==> src/rtl/bp_pkg.sv <==
// Shared branch-predictor definitions: scheduler FSM states and two-bit
// counter encodings used by the branch history table.
package bp_pkg;

  typedef enum logic [0:0] {
    INIT = 1'b0,
    RUN  = 1'b1
  } sched_state_t;

  // Two-bit saturating counter encodings; entries are swept to CTR_INIT.
  localparam logic [1:0] CTR_SNT  = 2'b00;
  localparam logic [1:0] CTR_WNT  = 2'b01;
  localparam logic [1:0] CTR_WT   = 2'b10;
  localparam logic [1:0] CTR_ST   = 2'b11;
  localparam logic [1:0] CTR_INIT = CTR_WNT;

endpackage

==> src/rtl/bht_update_scheduler_if.sv <==
// Fetch/commit side of the BHT scheduler: lookup request, prediction result
// and update feedback handshakes.
interface bht_update_scheduler_if #(
  parameter int INDEX_W = 8
);

  logic               lookup_valid;
  logic [INDEX_W-1:0] lookup_index;
  logic               lookup_ready;
  logic               pred_valid;
  logic               pred_taken;
  logic               upd_valid;
  logic [INDEX_W-1:0] upd_index;
  logic               upd_taken;
  logic               upd_ready;

  modport master (
    output lookup_valid, lookup_index, upd_valid, upd_index, upd_taken,
    input  lookup_ready, pred_valid, pred_taken, upd_ready
  );

  modport slave (
    input  lookup_valid, lookup_index, upd_valid, upd_index, upd_taken,
    output lookup_ready, pred_valid, pred_taken, upd_ready
  );

endinterface

==> src/rtl/bht_update_fifo.sv <==
// Small synchronous FIFO buffering {index, taken} branch feedback until the
// scheduler finds a free table slot. clear empties it in one cycle.
module bht_update_fifo #(
  parameter int INDEX_W = 8,
  parameter int QDEPTH  = 4
) (
  input  logic               clk,
  input  logic               reset,
  input  logic               clear,
  input  logic               push,
  input  logic [INDEX_W-1:0] push_index,
  input  logic               push_taken,
  input  logic               pop,
  output logic [INDEX_W-1:0] head_index,
  output logic               head_taken,
  output logic               full,
  output logic               empty
);

  localparam int PTR_W = $clog2(QDEPTH);
  localparam int CNT_W = PTR_W + 1;
  localparam logic [CNT_W-1:0] DEPTH_CNT = CNT_W'(QDEPTH);

  logic [INDEX_W:0]   mem_r [QDEPTH];
  logic [PTR_W-1:0]   wr_ptr_r;
  logic [PTR_W-1:0]   rd_ptr_r;
  logic [CNT_W-1:0]   count_r;
  logic               push_ok_s;
  logic               pop_ok_s;

  // Overflow/underflow requests are dropped rather than corrupting pointers.
  assign push_ok_s = push && !full;
  assign pop_ok_s  = pop && !empty;

  // Storage, pointers and occupancy count.
  always_ff @(posedge clk) begin
    if (reset || clear) begin
      wr_ptr_r <= '0;
      rd_ptr_r <= '0;
      count_r  <= '0;
      for (int i = 0; i < QDEPTH; i++) begin
        mem_r[i] <= '0;
      end
    end else begin
      if (push_ok_s) begin
        mem_r[wr_ptr_r] <= {push_index, push_taken};
        wr_ptr_r        <= wr_ptr_r + PTR_W'(1);
      end
      if (pop_ok_s) begin
        rd_ptr_r <= rd_ptr_r + PTR_W'(1);
      end
      case ({push_ok_s, pop_ok_s})
        2'b10:   count_r <= count_r + CNT_W'(1);
        2'b01:   count_r <= count_r - CNT_W'(1);
        default: count_r <= count_r;
      endcase
    end
  end

  assign head_index = mem_r[rd_ptr_r][INDEX_W:1];
  assign head_taken = mem_r[rd_ptr_r][0];
  assign full       = (count_r == DEPTH_CNT);
  assign empty      = (count_r == '0);

endmodule

==> src/rtl/bht_update_scheduler.sv <==
// Sequences the shared BHT access slot: init sweep after reset/flush, then
// per-cycle arbitration between fetch lookups and buffered commit updates.
module bht_update_scheduler
  import bp_pkg::*;
#(
  parameter int INDEX_W    = 8,
  parameter int QDEPTH     = 4,
  parameter int STARVE_MAX = 8
) (
  input  logic                  clk,
  input  logic                  reset,
  input  logic                  flush,
  bht_update_scheduler_if.slave bus,
  output logic                  tbl_get,
  output logic [INDEX_W-1:0]    tbl_get_index,
  input  logic                  tbl_prediction,
  output logic                  tbl_set,
  output logic [INDEX_W-1:0]    tbl_set_index,
  output logic                  tbl_feedback,
  output logic                  tbl_reset,
  output logic [INDEX_W-1:0]    tbl_reset_index,
  output logic                  init_done
);

  localparam int SC_W = $clog2(STARVE_MAX + 1);
  localparam logic [SC_W-1:0]    STARVE_LIMIT = SC_W'(STARVE_MAX);
  localparam logic [INDEX_W-1:0] LAST_IDX     = '1;

  sched_state_t       state_r;
  sched_state_t       state_s;
  logic [INDEX_W-1:0] init_idx_r;
  logic [INDEX_W-1:0] init_idx_s;
  logic [SC_W-1:0]    starve_cnt_r;
  logic [SC_W-1:0]    starve_cnt_s;
  logic               pred_valid_r;
  logic               pred_taken_r;

  logic               lookup_grant_s;
  logic               drain_s;
  logic               upd_ready_s;
  logic               push_s;
  logic               fifo_full_s;
  logic               fifo_empty_s;
  logic [INDEX_W-1:0] head_index_s;
  logic               head_taken_s;

  bht_update_fifo #(
    .INDEX_W (INDEX_W),
    .QDEPTH  (QDEPTH)
  ) u_fifo (
    .clk        (clk),
    .reset      (reset),
    .clear      (flush),
    .push       (push_s),
    .push_index (bus.upd_index),
    .push_taken (bus.upd_taken),
    .pop        (drain_s),
    .head_index (head_index_s),
    .head_taken (head_taken_s),
    .full       (fifo_full_s),
    .empty      (fifo_empty_s)
  );

  // Next-state, arbitration and starvation accounting; reset/flush mask every strobe.
  always_comb begin
    state_s         = state_r;
    init_idx_s      = init_idx_r;
    starve_cnt_s    = starve_cnt_r;
    lookup_grant_s  = 1'b0;
    drain_s         = 1'b0;
    tbl_reset       = 1'b0;
    tbl_reset_index = '0;
    if (reset || flush) begin
      state_s      = INIT;
      init_idx_s   = '0;
      starve_cnt_s = '0;
    end else begin
      case (state_r)
        INIT: begin
          tbl_reset       = 1'b1;
          tbl_reset_index = init_idx_r;
          init_idx_s      = init_idx_r + INDEX_W'(1);
          if (init_idx_r == LAST_IDX) begin
            state_s = RUN;
          end else begin
            state_s = INIT;
          end
        end
        RUN: begin
          if (fifo_full_s) begin
            drain_s = 1'b1;
          end else if (!fifo_empty_s && (starve_cnt_r == STARVE_LIMIT)) begin
            drain_s = 1'b1;
          end else if (bus.lookup_valid) begin
            lookup_grant_s = 1'b1;
          end else if (!fifo_empty_s) begin
            drain_s = 1'b1;
          end else begin
            drain_s        = 1'b0;
            lookup_grant_s = 1'b0;
          end
          // Only lookups that bypass a waiting update count toward starvation.
          if (drain_s || fifo_empty_s) begin
            starve_cnt_s = '0;
          end else if (lookup_grant_s && (starve_cnt_r != STARVE_LIMIT)) begin
            starve_cnt_s = starve_cnt_r + SC_W'(1);
          end else begin
            starve_cnt_s = starve_cnt_r;
          end
        end
        default: begin
          state_s    = INIT;
          init_idx_s = '0;
        end
      endcase
    end
  end

  // State, sweep index, starvation counter and one-cycle prediction register.
  always_ff @(posedge clk) begin
    if (reset) begin
      state_r      <= INIT;
      init_idx_r   <= '0;
      starve_cnt_r <= '0;
      pred_valid_r <= 1'b0;
      pred_taken_r <= 1'b0;
    end else begin
      state_r      <= state_s;
      init_idx_r   <= init_idx_s;
      starve_cnt_r <= starve_cnt_s;
      pred_valid_r <= lookup_grant_s;
      pred_taken_r <= lookup_grant_s & tbl_prediction;
    end
  end

  assign upd_ready_s      = !fifo_full_s && !flush;
  assign push_s           = bus.upd_valid && upd_ready_s;

  assign bus.lookup_ready = lookup_grant_s;
  assign bus.upd_ready    = upd_ready_s;
  assign bus.pred_valid   = pred_valid_r;
  assign bus.pred_taken   = pred_taken_r;

  assign tbl_get          = lookup_grant_s;
  assign tbl_get_index    = lookup_grant_s ? bus.lookup_index : '0;
  assign tbl_set          = drain_s;
  assign tbl_set_index    = drain_s ? head_index_s : '0;
  assign tbl_feedback     = drain_s & head_taken_s;
  assign init_done        = (state_r == RUN);

endmodule
==> src/flat_wrapper.sv <==
// flat-port wrapper written by rule: the top's interface ports become plain ports
module bht_update_scheduler_flat import bp_pkg::*;
#(
  parameter int INDEX_W    = 8,
  parameter int QDEPTH     = 4,
  parameter int STARVE_MAX = 8
)
  (clk, reset, flush, tbl_get, tbl_get_index, tbl_prediction, tbl_set, tbl_set_index, tbl_feedback, tbl_reset, tbl_reset_index, init_done, bus_lookup_valid, bus_lookup_index, bus_upd_valid, bus_upd_index, bus_upd_taken, bus_lookup_ready, bus_pred_valid, bus_pred_taken, bus_upd_ready);
  bht_update_scheduler_if #(.INDEX_W(INDEX_W)) bus_i ();
  input  logic clk;
  input  logic reset;
  input  logic flush;
  output logic tbl_get;
  output logic [INDEX_W-1:0] tbl_get_index;
  input  logic tbl_prediction;
  output logic tbl_set;
  output logic [INDEX_W-1:0] tbl_set_index;
  output logic tbl_feedback;
  output logic tbl_reset;
  output logic [INDEX_W-1:0] tbl_reset_index;
  output logic init_done;
  input wire logic [$bits(bus_i.lookup_valid)-1:0] bus_lookup_valid;
  input wire logic [$bits(bus_i.lookup_index)-1:0] bus_lookup_index;
  input wire logic [$bits(bus_i.upd_valid)-1:0] bus_upd_valid;
  input wire logic [$bits(bus_i.upd_index)-1:0] bus_upd_index;
  input wire logic [$bits(bus_i.upd_taken)-1:0] bus_upd_taken;
  output wire logic [$bits(bus_i.lookup_ready)-1:0] bus_lookup_ready;
  output wire logic [$bits(bus_i.pred_valid)-1:0] bus_pred_valid;
  output wire logic [$bits(bus_i.pred_taken)-1:0] bus_pred_taken;
  output wire logic [$bits(bus_i.upd_ready)-1:0] bus_upd_ready;
  assign bus_i.lookup_valid = bus_lookup_valid;
  assign bus_i.lookup_index = bus_lookup_index;
  assign bus_i.upd_valid = bus_upd_valid;
  assign bus_i.upd_index = bus_upd_index;
  assign bus_i.upd_taken = bus_upd_taken;
  assign bus_lookup_ready = bus_i.lookup_ready;
  assign bus_pred_valid = bus_i.pred_valid;
  assign bus_pred_taken = bus_i.pred_taken;
  assign bus_upd_ready = bus_i.upd_ready;
  bht_update_scheduler #(.INDEX_W(INDEX_W), .QDEPTH(QDEPTH), .STARVE_MAX(STARVE_MAX)) u_core (.clk(clk), .reset(reset), .flush(flush), .bus(bus_i), .tbl_get(tbl_get), .tbl_get_index(tbl_get_index), .tbl_prediction(tbl_prediction), .tbl_set(tbl_set), .tbl_set_index(tbl_set_index), .tbl_feedback(tbl_feedback), .tbl_reset(tbl_reset), .tbl_reset_index(tbl_reset_index), .init_done(init_done));
endmodule
==> config.mk <==
export PLATFORM = sky130hd
export DESIGN_NAME = bht_update_scheduler_flat
export DESIGN_NICKNAME = d
export VERILOG_FILES = /design/src/rtl/bp_pkg.sv /design/src/rtl/bht_update_scheduler_if.sv /design/src/rtl/bht_update_fifo.sv /design/src/rtl/bht_update_scheduler.sv /design/src/flat_wrapper.sv
export SDC_FILE = /design/constraint.sdc
export NUM_CORES = 1
export LEC_CHECK = 0
export ABC_CLOCK_PERIOD_IN_PS = 2850
export CORE_MARGIN = 2
export CORE_UTILIZATION = 49
export CTS_BUF_LIST = sky130_fd_sc_hd__clkbuf_4
export CTS_CLUSTER_DIAMETER = 120
export DETAILED_ROUTE_END_ITERATION = 12
export PLACE_DENSITY = 0.79
export SLEW_MARGIN = 20
export SYNTH_ARGS = -nofsm -noshare
export SYNTH_HDL_FRONTEND = slang
export SYNTH_HIERARCHICAL = 1
export SYNTH_SLANG_ARGS = --single-unit
==> constraint.sdc <==
create_clock -name clk -period 2.85 [get_ports clk]
set_input_delay 0.57 -clock clk [delete_from_list [all_inputs] [get_ports clk]]
set_output_delay 0.57 -clock clk [all_outputs]
set_load 0.01 [all_outputs]
==> results.cfg, run 1 <==
[layout]
multi_input_area_um2 = 1310
post-route-util_pct = 65.7
syn_to_final_growth_pct = 30.0
nets = 370
fillerInstances = 465
antenna_cells = 0
register_area_um2 = 1570
drive_gt1_share_pct = 19.6

[synthesis]
yosysWarnings = 6
synth.area.top_cells = edfxtp_1, dfxtp_1, mux4_2
synth_area_um2 = 2990
synth_edf_count = 36
ys_top_cells_by_count = edfxtp_1, and3_1, dfxtp_1
ys_seq_area_share_pct = 52.2
async_flop_share_pct = 0
yosys.area.top_type = edfxtp_1
synth.avg_cell_area_um2 = 11.3
ys_types = 46
synth_flop_cell = edfxtp_1
syn_nets = 294
synth_top_area_share_pct = 36.1
syn-instance-count = 266
ys_ff_latch = 60
synth_most_common_cell = edfxtp_1

[timing]
period_minus_slack_ns = 2.71
rsz0062_at_grt = no
setup_violations = 0
fmax_mhz = 368
slew_viol_final = 0
hold_violations = 0
clock_skew_ns = 0.00584
slew_headroom_pct = 63.1
tightest_slew_ns = 0.551
fin_crit_sh_pct = 95.2

[floorplan]
dieArea_um2 = 6750
die_h_um = 82.2
io_pins = 56
core_um2 = 5920
initial_core_util_pct = 50.6
die_x_um = 82.2
rows = 28

[route]
viasPerCell = 5.46
vias = 2303
drt-total-wl_um = 6580
drt.antenna.violating_nets = 0
wl_per_cell_um = 15.6
route.detailed.drc = 0
drt-initial-drc-count = 121
dr.pass1.iters = 4

[clocking]
root_buffer = clkbuf_4
cts_sinks = 60
cts-buffers-inserted = 9
cts_tree = done
clockBufferDepth = 2
cts-htree-levels = 3
clkLatencyLatePin_ns = 0.39
clk_pin_slew_ns = 0.10

[power]
leakagePower_nw = 1.74
powerDensity_nw_per_um2 = 422
p_seq_share_pct = 58.3
p_int_mw = 1.27
p_comb_share_pct = 6.9
finalPower_mw = 1.64
p_clk_share_pct = 34.8
switching_power_uw = 367
peakVddDrop_v = 0.000293
p_sw_share_pct = 22.4

[worst_setup_path]
r2r-end = u_core/u_fifo/count_r[2]
reg2regPathDepth = 11
crit_start = flush
worstReg2RegStart = u_core/u_fifo/count_r[0]
crit_type = in -> out
startpoint_type = primary input
cp_max_fo = 5
worstPathRequired_ns = 2.28
arrival_ns = 2.14
rrSetupSlack_ns = 0.17
end_kind = output port
cp-endpoint = tbl_get

[global_route]
grt_max_degree = 37
grt_pass1_wl_um = 10200
grtUsageMet3_pct = 3.91
grt_use_met2_pct = 34.6
busiest_layer = met2
antenna_found_initial = 0
grt_pass1_vias = 2174
grtUsageTotal_pct = 20.4
grt_use_met1_pct = 25.8
grt.overflow.total = 0

[flow_run]
maxCapViolCount = 0

[place]
hpwl_um = 4510
place.gp.congestion = 0.780
port_buffers = 55

[status]
status = finished, final reports clean

[hold_path]
hold_class = reg -> reg
==> metal layers <==
layer	vias up	wire [um]
li1	1132	-
met1	1108	2850
met2	55	3410
met3	8	258
met4	0	66
met5	-	0
==> cells in the final DEF (no fill, tap or decap), types with 3 or more instances in the layout <==
| cell type | n |
|---|---|
| nor2b_1 | 3 |
| mux4_2 | 9 |
| ha_1 | 4 |
| nand3_1 | 4 |
| a21oi_1 | 22 |
| dfxtp_2 | 4 |
| dlymetal6s2s_1 | 10 |
| dlygate4sd2_1 | 10 |
| o21ai_0 | 9 |
| nand2_1 | 22 |
| and3_2 | 6 |
| buf_4 | 24 |
| or3_1 | 7 |
| nor2_1 | 11 |
| inv_1 | 10 |
| dfxtp_1 | 20 |
| xor2_1 | 5 |
| and2_1 | 18 |
| and3_1 | 28 |
| clkdlybuf4s50_1 | 35 |
| edfxtp_1 | 36 |
| nand4_1 | 4 |
| clkbuf_4 | 10 |
==> logic make-up after synthesis <==
logic type      count (synthesis)  share of synthesized area [%]
buf+inv                        26                           4.85
mux                             9                           6.77
fa+ha+maj                       5                           2.34
xor+xnor                        5                           1.46
simple gates                  120                           24.4
compound gates                 41                           8.02
flops                          60                           52.2
==> worst max-delay path, cell delays in order <==
cell	delay [ns]
clkdlybuf4s50_1	0.46
nor3b_4	0.27
o2111a_2	0.28
clkdlybuf4s50_1	0.56
==> worst min path at each step <==
stage                                         start                     end  cells past startpoint
after floorplan           u_core/u_fifo/rd_ptr_r[1]               flip-flop                      2
after global placement    u_core/u_fifo/rd_ptr_r[1]               flip-flop                      2
after global routing         u_core/starve_cnt_r[0]  u_core/starve_cnt_r[0]                      2
final                        u_core/starve_cnt_r[0]  u_core/starve_cnt_r[0]                      2
after CTS                    u_core/starve_cnt_r[0]  u_core/starve_cnt_r[0]                      2
after detailed placement       u_core/init_idx_r[6]    u_core/init_idx_r[6]                      2
==> power by group through the flow <==
| stage | clock network (mW) | logic (mW) | registers [mW] |
|---|---|---|---|
| global placement | 0 | 0.109 | 0.974 |
| floorplan | 0 | 0.0507 | 0.971 |
| finish | 0.570 | 0.114 | 0.957 |
| detailed placement | 0 | 0.111 | 0.977 |
| CTS | 0.584 | 0.112 | 0.957 |
| global route | 0.619 | 0.123 | 0.959 |
==> metrics by stage <==
stage	setup slack, ns	TNS (ns)	area (um2)	hold slack (ns)	std cells
after floorplan	0.0505	0	3000	0.455	266
after global placement	-0.0549	-0.100	3700	0.469	402
after detailed placement	-0.132	-0.623	3700	0.483	402
after CTS	0.00405	0	3820	0.493	418
after global routing	0.00436	0	3890	0.520	422
final	0.136	0	3890	0.494	422
==> final cells by class <==
type / count / share of cell area [%]
Sequential cell: 60 / 40.3
Tap cell: 75 / 2.41
Inverter: 11 / 1.19
Clock inverter: 6 / 1.41
Timing Repair Buffer: 79 / 19.1
Clock buffer: 10 / 1.93
Multi-Input combinational cell: 181 / 33.7
==> registers in the layout, summed over array words and instances, names as in the netlist, named ones only <==
signal,count
u_core/bus.pred_valid,1
u_core/u_fifo/count_r,3
u_core/init_done,1
u_core/starve_cnt_r,4
u_core/bus.pred_taken,1
u_core/u_fifo/mem_r,36
u_core/u_fifo/rd_ptr_r,2
u_core/init_idx_r,8
u_core/u_fifo/wr_ptr_r,2
==> repair_timing <==
action	CTS	global route
pin swaps	1	4
gates cloned	0	1
setup buffers	0	3
resized for setup	15	13
endpoints found under the setup margin	19	9
hold buffers	0	0
Note: power is estimated with default switching activity, not from simulation.
==> inputs of run 2 (changes only) <==
Settings changed: CAP_MARGIN set to 25, CTS_CLUSTER_DIAMETER 120 to unset.
==> results of run 2 <==
Final layout, timing and power as in run 1 (identical DEF).
==> inputs of run 3 (changes only) <==
Settings changed: PLACE_DENSITY 0.79 to 0.89.
==> run 3 against run 2 <==
  * Die area unchanged
  * Via count grew 1.3%
  * Cell count fell by 0.95%
  * Maximum frequency shrank 0.85%
  * Register-to-register slack barely moved
  * Sequential power about the same
  * Combinational power about the same
  * Core utilization is 0.61 points lower
  * Critical endpoint is now tbl_reset_index[6]
  * Largest cell class unchanged
==> results.cfg, run 3 (synthesis results as in run 1) <==
[status]
status = finished, final reports clean

[route]
wl_per_cell_um = 16.0
drt.antenna.violating_nets = 0
viasPerCell = 5.58
route.detailed.drc = 0
vias = 2334
drt-total-wl_um = 6700
drt-initial-drc-count = 205
dr.pass1.iters = 4

[floorplan]
core_um2 = 5920
initial_core_util_pct = 50.6
io_pins = 56
dieArea_um2 = 6750
die_x_um = 82.2
rows = 28
die_h_um = 82.2

[layout]
top_register = u_core/u_fifo/mem_r
register_area_um2 = 1570
mostFrequentLayoutCells = edfxtp_1, clkdlybuf4s50_1, and3_1
drive_gt1_share_pct = 19.0
post-route-util_pct = 65.1
multi_input_area_um2 = 1300
reg_top3 = u_core/u_fifo/mem_r x36, u_core/init_idx_r x8, u_core/starve_cnt_r x4
largest_reg_flops = 36
final_common_cell = edfxtp_1
fin_area_um2 = 3850
nets = 366
syn_to_final_growth_pct = 28.8
fillerInstances = 437
fin_cells = 418
antenna_cells = 0

[place]
hpwl_um = 4740
dpl_cell_area_um2 = 3690
place.gp.congestion = 0.796
pre_cts_ws_ns = -0.183
place_inst = 401
port_buffers = 55

[worst_setup_path]
crit_type = in -> out
startpoint_type = primary input
arrival_ns = 2.17
end_kind = output port
worstPathRequired_ns = 2.28
cp_max_fo = 4
reg2regPathDepth = 11

[clocking]
clockBufferDepth = 2
root_buffer = clkbuf_4
cts-htree-levels = 3
clkLatencyLatePin_ns = 0.38
cts_tree = done
clk_pin_slew_ns = 0.09
cts_sinks = 60
cts-buffers-inserted = 9

[timing]
layout_setup_ws_ns = 0.112
tightest_slew_ns = 0.572
clock_skew_ns = 0.00901
period_minus_slack_ns = 2.74
setup_violations = 0
hold_violations = 0
fmax_mhz = 365
whs_ns = 0.492
slew_headroom_pct = 61.8
slew_viol_final = 0
rsz0062_at_grt = no
tns_ns = 0
fin_crit_sh_pct = 96.1

[global_route]
grtUsageTotal_pct = 21.3
grt_max_degree = 37
grt.overflow.total = 0
grt_pass1_wl_um = 10600
grt_pass1_vias = 2208
antenna_found_initial = 0

[power]
leakagePower_nw = 1.81
powerDensity_nw_per_um2 = 395
peakVddDrop_v = 0.000268
finalPower_mw = 1.52

[flow_run]
maxCapViolCount = 0

[hold_path]
hold_class = reg -> reg
min_path_cells = 2
run 3: critical path: stages:
cell	delay, ns
clkdlybuf4s50_1	0.44
buf_4	0.16
or2_0	0.26
nor3_1	0.18
clkdlybuf4s50_1	0.57
run 3: repair_timing:
action / CTS / global route
pin swaps: 1 / 1
cloned: 0 / 0
setup endpoints to repair: 17 / 18
setup buffers: 1 / 0
hold buffers: 0 / 0
gates resized for setup: 7 / 21
run 3: path summary, 6_finish.rpt:
check                           start                  endpoint  slack (ns)
min              u_core/init_idx_r[6]      u_core/init_idx_r[6]        0.49
max                             reset        tbl_reset_index[6]        0.11
max reg2reg  u_core/u_fifo/count_r[0]  u_core/u_fifo/count_r[2]        0.18
min reg2reg      u_core/init_idx_r[6]      u_core/init_idx_r[6]        0.49
run 3: layout make-up:
cell class	count	share of cell area [%]
inverters	11	1.20
repair buffers	76	19.4
multi-input cells	180	33.7
flip-flops and latches	60	40.6
clock inverters	7	0.876
well taps	75	2.43
clock buffers	9	1.75
run 3: report_power, final:
part           total, mW  switching (mW)  internal [mW]
clock network      0.456           0.291          0.166
registers          0.956          0.0114          0.945
logic              0.112          0.0535         0.0585
run 3: layer usage:
| metal | routed length [um] | share of wire, % | GRT usage [%] | vias to the layer above |
|---|---|---|---|---|
| met4 | 163 | 2.4 | 9.17 | 0 |
| met1 | 2800 | 42 | 27.1 | 1118 |
| met3 | 309 | 4.6 | 4.46 | 15 |
| met2 | 3430 | 51 | 35.4 | 74 |
| met5 | 0 | 0 | 0 | - |
| li1 | - | - | - | 1127 |
